### config.mk
export PLATFORM = sky130hd
export DESIGN_NAME = gx4000_sfx_mixer
export DESIGN_NICKNAME = d
export VERILOG_FILES = /design/src/rtl/gx4000_sfx_pkg.sv /design/src/rtl/gx4000_sfx_voice.sv /design/src/rtl/gx4000_sfx_mixer.sv
export SDC_FILE = /design/constraint.sdc
export NUM_CORES = 1
export LEC_CHECK = 0
export CAP_MARGIN = 15
export CELL_PAD_IN_SITES_DETAIL_PLACEMENT = 1
export CELL_PAD_IN_SITES_GLOBAL_PLACEMENT = 1
export CORE_UTILIZATION = 51
export CTS_CLUSTER_SIZE = 14
export DETAILED_ROUTE_END_ITERATION = 12
export PLACE_DENSITY = 0.85
export SLEW_MARGIN = 40
export SYNTH_ARGS = -nofsm -noshare
export SYNTH_HDL_FRONTEND = slang
export SYNTH_SLANG_ARGS = --single-unit
### constraint.sdc
create_clock -name clk_sys -period 11.7 [get_ports clk_sys]
set_clock_uncertainty 0.05 [all_clocks]
set_input_delay 1.755 -clock clk_sys [delete_from_list [all_inputs] [get_ports clk_sys]]
set_output_delay 1.755 -clock clk_sys [all_outputs]
set_load 0.02 [all_outputs]
### src/rtl/gx4000_sfx_pkg.sv
`default_nettype none
// ============================================================================
// Package  : gx4000_sfx_pkg
// Brief    : Register map, ctrl bit positions and enums for the SFX mixer.
// Revision : 1.0 - initial release
// ============================================================================
package gx4000_sfx_pkg;

    localparam logic [1:0] PERIOD_LO = 2'd0;
    localparam logic [1:0] CTRL      = 2'd1;
    localparam logic [1:0] VOLUME    = 2'd2;
    localparam logic [1:0] LENGTH    = 2'd3;

    localparam int CTRL_EN_BIT      = 7;
    localparam int CTRL_ONESHOT_BIT = 6;
    localparam int CTRL_PAN_MSB     = 5;
    localparam int CTRL_PAN_LSB     = 4;
    localparam int REG_BYTES        = 4;

    typedef enum logic [1:0] {
        PAN_BOTH  = 2'b00,
        PAN_LEFT  = 2'b01,
        PAN_RIGHT = 2'b10,
        PAN_MUTE  = 2'b11
    } pan_e;

    typedef enum logic [0:0] {
        IDLE = 1'b0,
        RUN  = 1'b1
    } voice_state_e;

endpackage
`default_nettype wire

### src/rtl/gx4000_sfx_voice.sv
`default_nettype none
// ============================================================================
// Module   : gx4000_sfx_voice
// Brief    : One square-wave voice: registers, period counter, one-shot logic.
// Revision : 1.0 - initial release
// ============================================================================
module gx4000_sfx_voice
    import gx4000_sfx_pkg::*;
#(
    parameter int OUT_W    = 8,
    parameter int VOL_W    = 4,
    parameter int PERIOD_W = 12
) (
    input  logic             clk_sys,
    input  logic             reset_n,
    input  logic             plus_mode,
    input  logic             wr_en,
    input  logic [1:0]       wr_offset,
    input  logic [7:0]       wr_data,
    input  logic             sample_tick,
    output logic [OUT_W-1:0] contrib_l,
    output logic [OUT_W-1:0] contrib_r,
    output logic             active,
    output logic             done
);

    voice_state_e        r_state,     w_state_nxt;
    logic [PERIOD_W-1:0] r_period,    w_period_nxt;
    logic                r_oneshot,   w_oneshot_nxt;
    pan_e                r_pan,       w_pan_nxt;
    logic [VOL_W-1:0]    r_volume,    w_volume_nxt;
    logic [7:0]          r_length,    w_length_nxt;
    logic [PERIOD_W-1:0] r_counter,   w_counter_nxt;
    logic                r_phase,     w_phase_nxt;
    logic [7:0]          r_remaining, w_remaining_nxt;
    logic                r_done,      w_done_nxt;

    always_ff @(posedge clk_sys or negedge reset_n) begin
        if (!reset_n) begin
            r_state     <= IDLE;
            r_period    <= '0;
            r_oneshot   <= 1'b0;
            r_pan       <= PAN_BOTH;
            r_volume    <= '0;
            r_length    <= '0;
            r_counter   <= '0;
            r_phase     <= 1'b0;
            r_remaining <= '0;
            r_done      <= 1'b0;
        end else begin
            r_state     <= w_state_nxt;
            r_period    <= w_period_nxt;
            r_oneshot   <= w_oneshot_nxt;
            r_pan       <= w_pan_nxt;
            r_volume    <= w_volume_nxt;
            r_length    <= w_length_nxt;
            r_counter   <= w_counter_nxt;
            r_phase     <= w_phase_nxt;
            r_remaining <= w_remaining_nxt;
            r_done      <= w_done_nxt;
        end
    end

    always_comb begin
        w_state_nxt     = r_state;
        w_period_nxt    = r_period;
        w_oneshot_nxt   = r_oneshot;
        w_pan_nxt       = r_pan;
        w_volume_nxt    = r_volume;
        w_length_nxt    = r_length;
        w_counter_nxt   = r_counter;
        w_phase_nxt     = r_phase;
        w_remaining_nxt = r_remaining;
        w_done_nxt      = 1'b0;

        if (!plus_mode) begin
            w_state_nxt = IDLE;
            w_phase_nxt = 1'b0;
        end else begin
            if (wr_en && wr_offset == PERIOD_LO) w_period_nxt[7:0] = wr_data;
            if (wr_en && wr_offset == VOLUME)    w_volume_nxt      = wr_data[VOL_W-1:0];
            if (wr_en && wr_offset == LENGTH)    w_length_nxt      = wr_data;

            // A ctrl write overrides any tick expiry in the same cycle.
            if (wr_en && wr_offset == CTRL) begin
                w_period_nxt[PERIOD_W-1:8] = wr_data[PERIOD_W-9:0];
                w_oneshot_nxt              = wr_data[CTRL_ONESHOT_BIT];
                w_pan_nxt                  = pan_e'(wr_data[CTRL_PAN_MSB:CTRL_PAN_LSB]);
                w_phase_nxt                = 1'b0;
                if (wr_data[CTRL_EN_BIT]) begin
                    w_state_nxt     = RUN;
                    w_counter_nxt   = w_period_nxt;
                    w_remaining_nxt = r_length;
                end else begin
                    w_state_nxt = IDLE;
                end
            end else if (r_state == RUN && sample_tick && r_period != '0) begin
                // counter == 0 only arises after enabling with period 0; treat as expiry.
                if (r_counter <= PERIOD_W'(1)) begin
                    w_counter_nxt = r_period;
                    w_phase_nxt   = ~r_phase;
                    if (r_oneshot && r_remaining != 8'd0) begin
                        w_remaining_nxt = r_remaining - 8'd1;
                        if (r_remaining == 8'd1) begin
                            w_state_nxt = IDLE;
                            w_phase_nxt = 1'b0;
                            w_done_nxt  = 1'b1;
                        end
                    end
                end else begin
                    w_counter_nxt = r_counter - PERIOD_W'(1);
                end
            end
        end
    end

    logic             w_sounding;
    logic [OUT_W-1:0] w_level;

    assign w_sounding = plus_mode && (r_state == RUN) && r_phase;
    assign w_level    = OUT_W'(r_volume) << (OUT_W - VOL_W);
    assign contrib_l  = (w_sounding && (r_pan == PAN_BOTH || r_pan == PAN_LEFT))  ? w_level : '0;
    assign contrib_r  = (w_sounding && (r_pan == PAN_BOTH || r_pan == PAN_RIGHT)) ? w_level : '0;
    assign active     = (r_state == RUN);
    assign done       = r_done;

endmodule
`default_nettype wire

### src/rtl/gx4000_sfx_mixer.sv
`default_nettype none
// ============================================================================
// Module   : gx4000_sfx_mixer
// Brief    : Plus-mode SFX voices, register decode and saturating stereo mix.
// Revision : 1.0 - initial release
// ============================================================================
module gx4000_sfx_mixer
    import gx4000_sfx_pkg::*;
#(
    parameter int          NUM_CH    = 4,
    parameter int          OUT_W     = 8,
    parameter int          VOL_W     = 4,
    parameter int          PERIOD_W  = 12,
    parameter logic [15:0] BASE_ADDR = 16'hBCE0
) (
    input  logic              clk_sys,
    input  logic              reset_n,
    input  logic              plus_mode,
    input  logic [15:0]       cpu_addr,
    input  logic [7:0]        cpu_data,
    input  logic              cpu_wr,
    input  logic              sample_tick,
    input  logic [OUT_W-1:0]  cpc_audio_l,
    input  logic [OUT_W-1:0]  cpc_audio_r,
    output logic [OUT_W-1:0]  audio_l,
    output logic [OUT_W-1:0]  audio_r,
    output logic [7:0]        audio_status,
    output logic [NUM_CH-1:0] sfx_done
);

    localparam int c_ACC_W = OUT_W + $clog2(NUM_CH + 1);
    localparam int c_SPAN  = REG_BYTES * NUM_CH;

    logic [15:0]       w_rel;
    logic              w_in_range;
    logic              w_wr_ok;
    logic [NUM_CH-1:0] w_wr_en;
    logic [NUM_CH-1:0] w_active;
    logic [OUT_W-1:0]  w_contrib_l [NUM_CH];
    logic [OUT_W-1:0]  w_contrib_r [NUM_CH];

    assign w_rel      = cpu_addr - BASE_ADDR;
    assign w_in_range = (cpu_addr >= BASE_ADDR) && (w_rel < 16'(c_SPAN));
    assign w_wr_ok    = cpu_wr && plus_mode && w_in_range;

    generate
        for (genvar g = 0; g < NUM_CH; g++) begin : g_voice
            assign w_wr_en[g] = w_wr_ok && (w_rel[15:2] == 14'(g));

            gx4000_sfx_voice #(
                .OUT_W    (OUT_W),
                .VOL_W    (VOL_W),
                .PERIOD_W (PERIOD_W)
            ) u_voice (
                .clk_sys     (clk_sys),
                .reset_n     (reset_n),
                .plus_mode   (plus_mode),
                .wr_en       (w_wr_en[g]),
                .wr_offset   (w_rel[1:0]),
                .wr_data     (cpu_data),
                .sample_tick (sample_tick),
                .contrib_l   (w_contrib_l[g]),
                .contrib_r   (w_contrib_r[g]),
                .active      (w_active[g]),
                .done        (sfx_done[g])
            );
        end
    endgenerate

    logic [c_ACC_W-1:0] w_sum_l, w_sum_r;
    logic [OUT_W-1:0]   w_mix_l, w_mix_r;
    logic [7:0]         w_status;

    // The accumulator is wide enough for every voice at full scale, so it never wraps.
    always_comb begin
        w_sum_l  = c_ACC_W'(cpc_audio_l);
        w_sum_r  = c_ACC_W'(cpc_audio_r);
        w_status = '0;
        for (int i = 0; i < NUM_CH; i++) begin
            w_sum_l     = w_sum_l + c_ACC_W'(w_contrib_l[i]);
            w_sum_r     = w_sum_r + c_ACC_W'(w_contrib_r[i]);
            w_status[i] = w_active[i];
        end
        w_mix_l = (|w_sum_l[c_ACC_W-1:OUT_W]) ? '1 : w_sum_l[OUT_W-1:0];
        w_mix_r = (|w_sum_r[c_ACC_W-1:OUT_W]) ? '1 : w_sum_r[OUT_W-1:0];
    end

    logic [OUT_W-1:0] r_audio_l, r_audio_r;
    logic [7:0]       r_status;

    always_ff @(posedge clk_sys or negedge reset_n) begin
        if (!reset_n) begin
            r_audio_l <= '0;
            r_audio_r <= '0;
            r_status  <= '0;
        end else begin
            r_audio_l <= w_mix_l;
            r_audio_r <= w_mix_r;
            r_status  <= w_status;
        end
    end

    assign audio_l      = r_audio_l;
    assign audio_r      = r_audio_r;
    assign audio_status = r_status;

endmodule
`default_nettype wire
After elaboration in Yosys (flattened, before gate mapping)
Cells that the tools add are included.

word-level totals
  register bits after elaboration = 220
  input bits = 45
  output and inout bits = 28
  logic and storage cells = 350

operators by class
  add/sub/neg operators = 17
  magnitude comparators = 6
  equality and inequality tests = 38
  muxes and demuxes = 123
  bitwise logic cells = 4
  reductions and logical operators = 115

operators with widths
  operator                                                                           count
  8-bit 2-to-1 mux                                                                   34
  12-bit 2-to-1 mux                                                                  16
  1-bit 2-to-1 mux                                                                   73
  1-bit logical AND                                                                  51
  12-bit by 1-bit less-or-equal comparator with 1-bit output, second input constant  4
  3-bit by 1-bit inequality test with 1-bit output, second input constant            16
  12-bit nonzero test                                                                4
  12-bit by 1-bit subtractor with 12-bit output, second input constant               4
  8-bit by 1-bit equality test with 1-bit output, second input constant              4
  2-bit AND reduction                                                                16
  8-bit nonzero test                                                                 4
  8-bit by 1-bit subtractor with 8-bit output, second input constant                 4
  14-bit by 2-bit equality test with 1-bit output, second input constant             2
  2-bit nonzero test                                                                 12
  10-bit by 8-bit adder with 11-bit output                                           2
  11-bit by 8-bit adder with 11-bit output                                           2
  9-bit by 8-bit adder with 10-bit output                                            2
  5-bit AND reduction                                                                4
  8-bit by 8-bit adder with 9-bit output                                             2
  16-bit greater-or-equal comparator, second input constant                          1
  16-bit by 5-bit < comparator with 1-bit output, second input constant              1
  4-bit AND reduction                                                                4
  16-bit subtractor, second input constant                                           1
  14-bit by 1-bit equality test with 1-bit output, second input constant             1
  other kinds (9)                                                                    39

Depth between registers and ports, before layout
  depth after elaboration = 10
  depth in mapped cells = 17
  gate-level depth less buffers = 16

Cells and area by module
From an unflattened synthesis, not the netlist that was laid out.

second synthesis, totals
  cell total of the unflattened synthesis = 1,429
  area total of the unflattened synthesis = 14,206.1 µm²

by module, submodules not included
  module                                     instances  cells each  area an instance (µm²)  seq. area each (µm²)
  gx4000_sfx_voice (g_voice[1].u_voice ...)  2          274         2,791.4                 1,251.2
  gx4000_sfx_mixer                           1          322         2,931.6                 500.5
  gx4000_sfx_voice (g_voice[0].u_voice)      1          287         2,882.8                 1,251.2
  gx4000_sfx_voice (g_voice[3].u_voice)      1          272         2,808.9                 1,251.2

Worst setup path before layout
No wires, ideal clock.

  path type = in2reg
  start = input plus_mode
  end = register r_audio_l[6] (netlist: audio_l[6])
  arrival = 5.288 ns
  data required time = 11.523 ns
  setup slack = 6.235 ns
  stages = 15
  path buffers = 2
  cell sequence = buf_2 -> clkbuf_1 -> nand3_1 -> nor2_1 -> nand2_1 -> fa_1 -> fa_1 -> inv_1 -> fa_1 -> ha_1 -> fa_1 -> nand3b_1 -> o21ai_0 -> nand2_1 -> or2_2

on the way
  word-level cells in the longest chain between the ends = 10
  elaborated cells on any way between the ends = 22

RTL lines
  what                                        RTL line                 RTL
  start: declaration                          gx4000_sfx_mixer.sv:18   input logic plus_mode,
  1-bit logical AND (2 in series)             gx4000_sfx_voice.sv:120  assign w_sounding = plus_mode && (r_state == RUN) && r_phase;
  1-bit logical AND                           gx4000_sfx_voice.sv:122  assign contrib_l = (w_sounding && (r_pan == PAN_BOTH || r_pan == PAN_LEFT)) ? w_level : '0;
  8-bit 2-to-1 mux                            gx4000_sfx_voice.sv:122
  8-bit by 8-bit adder with 9-bit output      gx4000_sfx_mixer.sv:80   w_sum_l = w_sum_l + c_ACC_W'(w_contrib_l[i]);
  9-bit by 8-bit adder with 10-bit output     gx4000_sfx_mixer.sv:80
  10-bit by 8-bit adder with 11-bit output    gx4000_sfx_mixer.sv:80
  11-bit by 8-bit adder with 11-bit output *  gx4000_sfx_mixer.sv:80
  3-bit OR reduction                          gx4000_sfx_mixer.sv:84   w_mix_l = (|w_sum_l[c_ACC_W-1:OUT_W]) ? '1 : w_sum_l[OUT_W-1:0];
  8-bit 2-to-1 mux *                          gx4000_sfx_mixer.sv:84
  net w_mix_l[6]                              gx4000_sfx_mixer.sv:71   logic [OUT_W-1:0] w_mix_l, w_mix_r;
  end signal: assignment                      gx4000_sfx_mixer.sv:97   r_audio_l <= w_mix_l;
  end: declaration                            gx4000_sfx_mixer.sv:88   logic [OUT_W-1:0] r_audio_l, r_audio_r;

The timed path passes the listed nets; every way through them passes the cells marked *.
A chain may end at the register's enable or synchronous reset.

Worst setup path after layout
  start = input plus_mode
  end = register r_audio_r[4] (netlist: audio_r[4])

on the way
  word-level cells in the longest chain between the ends = 10
  elaborated cells on any way between the ends = 22

RTL lines
  what                                        RTL line                 RTL
  1-bit logical AND (2 in series)             gx4000_sfx_voice.sv:120
  1-bit logical AND                           gx4000_sfx_voice.sv:123  assign contrib_r = (w_sounding && (r_pan == PAN_BOTH || r_pan == PAN_RIGHT)) ? w_level : '0;
  8-bit 2-to-1 mux                            gx4000_sfx_voice.sv:123
  8-bit by 8-bit adder with 9-bit output      gx4000_sfx_mixer.sv:81   w_sum_r = w_sum_r + c_ACC_W'(w_contrib_r[i]);
  9-bit by 8-bit adder with 10-bit output     gx4000_sfx_mixer.sv:81
  10-bit by 8-bit adder with 11-bit output    gx4000_sfx_mixer.sv:81
  11-bit by 8-bit adder with 11-bit output *  gx4000_sfx_mixer.sv:81
  3-bit OR reduction                          gx4000_sfx_mixer.sv:85   w_mix_r = (|w_sum_r[c_ACC_W-1:OUT_W]) ? '1 : w_sum_r[OUT_W-1:0];
  8-bit 2-to-1 mux *                          gx4000_sfx_mixer.sv:85
  net w_mix_r[4]                              gx4000_sfx_mixer.sv:71
  end signal: assignment                      gx4000_sfx_mixer.sv:98   r_audio_r <= w_mix_r;
  end: declaration                            gx4000_sfx_mixer.sv:88

Marked as above.

==> flow_summary.json <==
{
  "status": "finished clean",
  "rows": 57,
  "io_buffers": 68,
  "grt_pass1_vias": 11700,
  "power_density_nw_per_um2": 119,
  "grt_usage_pct": 31.7,
  "cts_post_setup_buffers_inserted": 0,
  "n_fill_cell": 2700,
  "cts_tree": "built",
  "tightestPinTransition_ns": 0.853,
  "async_flop_share_pct": 100,
  "peakVddDrop_v": 0.000101,
  "synthToLayoutAreaGrowth_pct": 14.8,
  "arrival_ns": 6.56,
  "grt_pass1_wl_mm": 64.5,
  "ys_seq_area_share_pct": 43.0,
  "start_util_pct": 52.4,
  "postCtsHoldBufs": 0,
  "finalWirelength_mm": 39.6,
  "setup_violations": 0,
  "pwr-share-seq_pct": 44.2,
  "rsz0062_at_grt": "no",
  "cp_slowest_cell": "clkdlybuf4s50_1",
  "clk_path_buf_depth": 3,
  "core_sq_um": 24500,
  "drv_slew": 0,
  "power_leakage_uw": 0.00694,
  "place_congestion": 0.885,
  "place_ws_ns": 5.05,
  "whs_ns": 0.415,
  "critPathTopFamily": "adder cells",
  "min_path_type": "reg -> reg",
  "final_cell_mix": "dfrtp_1, nand2_1, mux2_2",
  "worst_setup_path_start_kind": "input port",
  "maxCapViolCount": 0,
  "path_common_cell": "fa_1",
  "fin_cells": 1724,
  "place_hpwl_mm": 26.3,
  "synth-main-ff-cell": "dfrtp_1",
  "clockPowerShare_pct": 49.5,
  "fin_tns_setup_ns": 0,
  "synth_edf_count": 0,
  "p_comb_share_pct": 6.3,
  "cts_buffers": 26,
  "cts.sinks": 220,
  "rrSetupSlack_ns": 7.39,
  "wl_per_cell_microns": 23.0,
  "firstDrtPassIters": 4,
  "final-hold-violation-count": 0,
  "syn_inst": 1321,
  "max-slew-margin-rel_pct": 42.9,
  "synth.distinct_cells": 91,
  "die_area_sq_um": 25800,
  "worst_path_largest_cell_delay_ns": 0.99,
  "antenna_found_initial": 1,
  "root_buffer": "clkbuf_16",
  "cts_resized": 0,
  "intPower_uw": 1340,
  "final_common_cell": "dfrtp_1",
  "worstHoldPathCells": 0,
  "clkSlewWorstSetupHoldPaths_ns": 0.06,
  "crit_type": "in -> reg",
  "period_needed_ns": 6.20,
  "nNetsFinal": 1481,
  "hold_end": "audio_status[1]",
  "die_x_microns": 160,
  "placedCellCount": 1673,
  "crit_required_ns": 12.06,
  "max_freq_ghz": 0.161,
  "yosysWarnings": 0,
  "holdCritStartpoint": "g_voice[1].u_voice.active",
  "clk_latency_ns": 0.53,
  "drt_iter0_drc": 543,
  "drc": 0,
  "drive_gt1_share_pct": 16.6,
  "cp_cell_sequence": "clkdlybuf4s50_1 > and2_1 > nand2_1 > nor2_1 > nand2_1 > fa_1 > fa_1 > inv_1 > fa_1 > ha_1 > fa_1 > nand3b_1 > o21ai_0 > nand2_1 > or2_2",
  "io_pins": 73,
  "ff2ff_path_depth": 14,
  "grt_max_degree": 109,
  "crit_fanout": 18,
  "r2r_end": "audio_r[4]",
  "r2r_start": "g_voice[1].u_voice.active",
  "post-route-period-util_pct": 53.0,
  "power_switching_uw": 408,
  "postSynthAreaPerCell_sq_um": 9.70,
  "ant_nets": 0,
  "die_y_microns": 160,
  "crit_buf_inv": 2,
  "endpoint_kind": "flop",
  "synth_area_sq_um": 12800,
  "switching_share_pct": 23.4,
  "vias": 10700,
  "gr-total-overflow": 0,
  "cts_max_level": 1,
  "via_per_inst": 6.23,
  "setup_ws_ns": 5.50,
  "ys_ff_latch": 220
}
-- flip-flops by register name (all words and copies together) (netlist names) --
register	count
g_voice.u_voice.r_counter	48
g_voice.u_voice.r_period	48
g_voice.u_voice.r_length	32
g_voice.u_voice.r_remaining	32
g_voice.u_voice.r_volume	16
audio_l	8
audio_r	8
g_voice.u_voice.r_pan	8
audio_status	4
g_voice.u_voice.active	4
g_voice.u_voice.done	4
g_voice.u_voice.r_oneshot	4
g_voice.u_voice.r_phase	4
-- per-stage QoR --
step / instance area (sq um) / power, uW / utilization, %
CTS: 14700 / 1750 / 60.0
global route: 14700 / 1790 / 60.1
floorplan: 12800 / 829 / -
finish: 14700 / 1740 / 60.1
global placement: 13700 / 887 / 56.1
detailed placement: 13800 / 891 / 56.2
-- final cells by class --
class                      instances  area, sq um  share of cell area (%)
timing repair buffer              86          840                    5.71
antenna                            1         2.50                  0.0170
clock buffer                      38          787                    5.35
sequential                       220         5510                    37.4
tap                              324          405                    2.76
inverter                          52          195                    1.33
multi-input combinational        993         6840                    46.5
clock inverter                    10          131                   0.893
-- Yosys cell counts, drive strengths merged, types with 3 or more instances --
library cell  number  area, sq um
dfrtp            220         5510
nand2            185          704
mux2              93         1050
nor2              84          323
o21ai             79          403
a21oi             74          378
nor3              54          292
inv               52          195
nand3             44          225
ha                35          438
buf               32          194
and2              28          175
clkbuf            27          101
nor4              24          180
or2               23          144
fa                22          440
mux2i             20          200
a31oi             19          119
nand4             19          119
or3               17          106
xnor2             15          131
a211oi            13          143
o211ai            12          100
or4               11         86.3
and3              10         62.6
o221a              8         90.1
a22oi              7         52.6
nand2b             7         43.8
nand3b             6         45.0
nor3b              6         50.1
or3b               6         52.6
xor2               6         52.6
nor2b              5         31.3
o2111ai            5         56.3
and4               4         35.0
nand4b             4         50.1
o21bai             4         33.8
o2bb2ai            4         35.0
nor4b              3         41.3
o22ai              3         18.8
-- layer usage --
metal / track usage (%) / share of wire, % / vias up
met4: 13.3 / 4.3 / 0
met2: 53.0 / 48 / 304
met5: 0 / 0 / -
met3: 3.62 / 4.3 / 111
li1: - / - / 4824
met1: 41.7 / 43 / 5508
-- logic make-up after synthesis --
logic type	count (synthesis)	synth area share [%]
buffers and inverters	111	3.83
AO/OA/AOI/OAI	251	13.0
flip-flops	220	43.0
XOR/XNOR	21	1.44
AND/OR/NAND/NOR	547	22.2
multiplexers	113	9.74
adder cells (fa/ha/maj)	57	6.86
other	1	0.0293
-- power by group through the flow --
stage	logic [uW]	clock network, uW	registers, uW
3_5_place_dp	106	0	785
5_1_grt	119	903	771
3_3_place_gp	103	0	784
4_1_cts	109	874	771
2_1_floorplan	42.2	0	787
6_report	110	863	771
-- worst max path at each step --
stage | start | to | slack, ns | cells after the start
floorplan | plus_mode | audio_l[6] | 6.23 | 15
global placement | plus_mode | audio_r[0] | 5.27 | 15
detailed placement | plus_mode | audio_r[4] | 5.05 | 15
CTS | plus_mode | audio_r[1] | 5.57 | 15
global route | plus_mode | audio_l[0] | 5.31 | 15
finish | plus_mode | audio_r[4] | 5.50 | 15
Power figures use the tool's default switching activity.
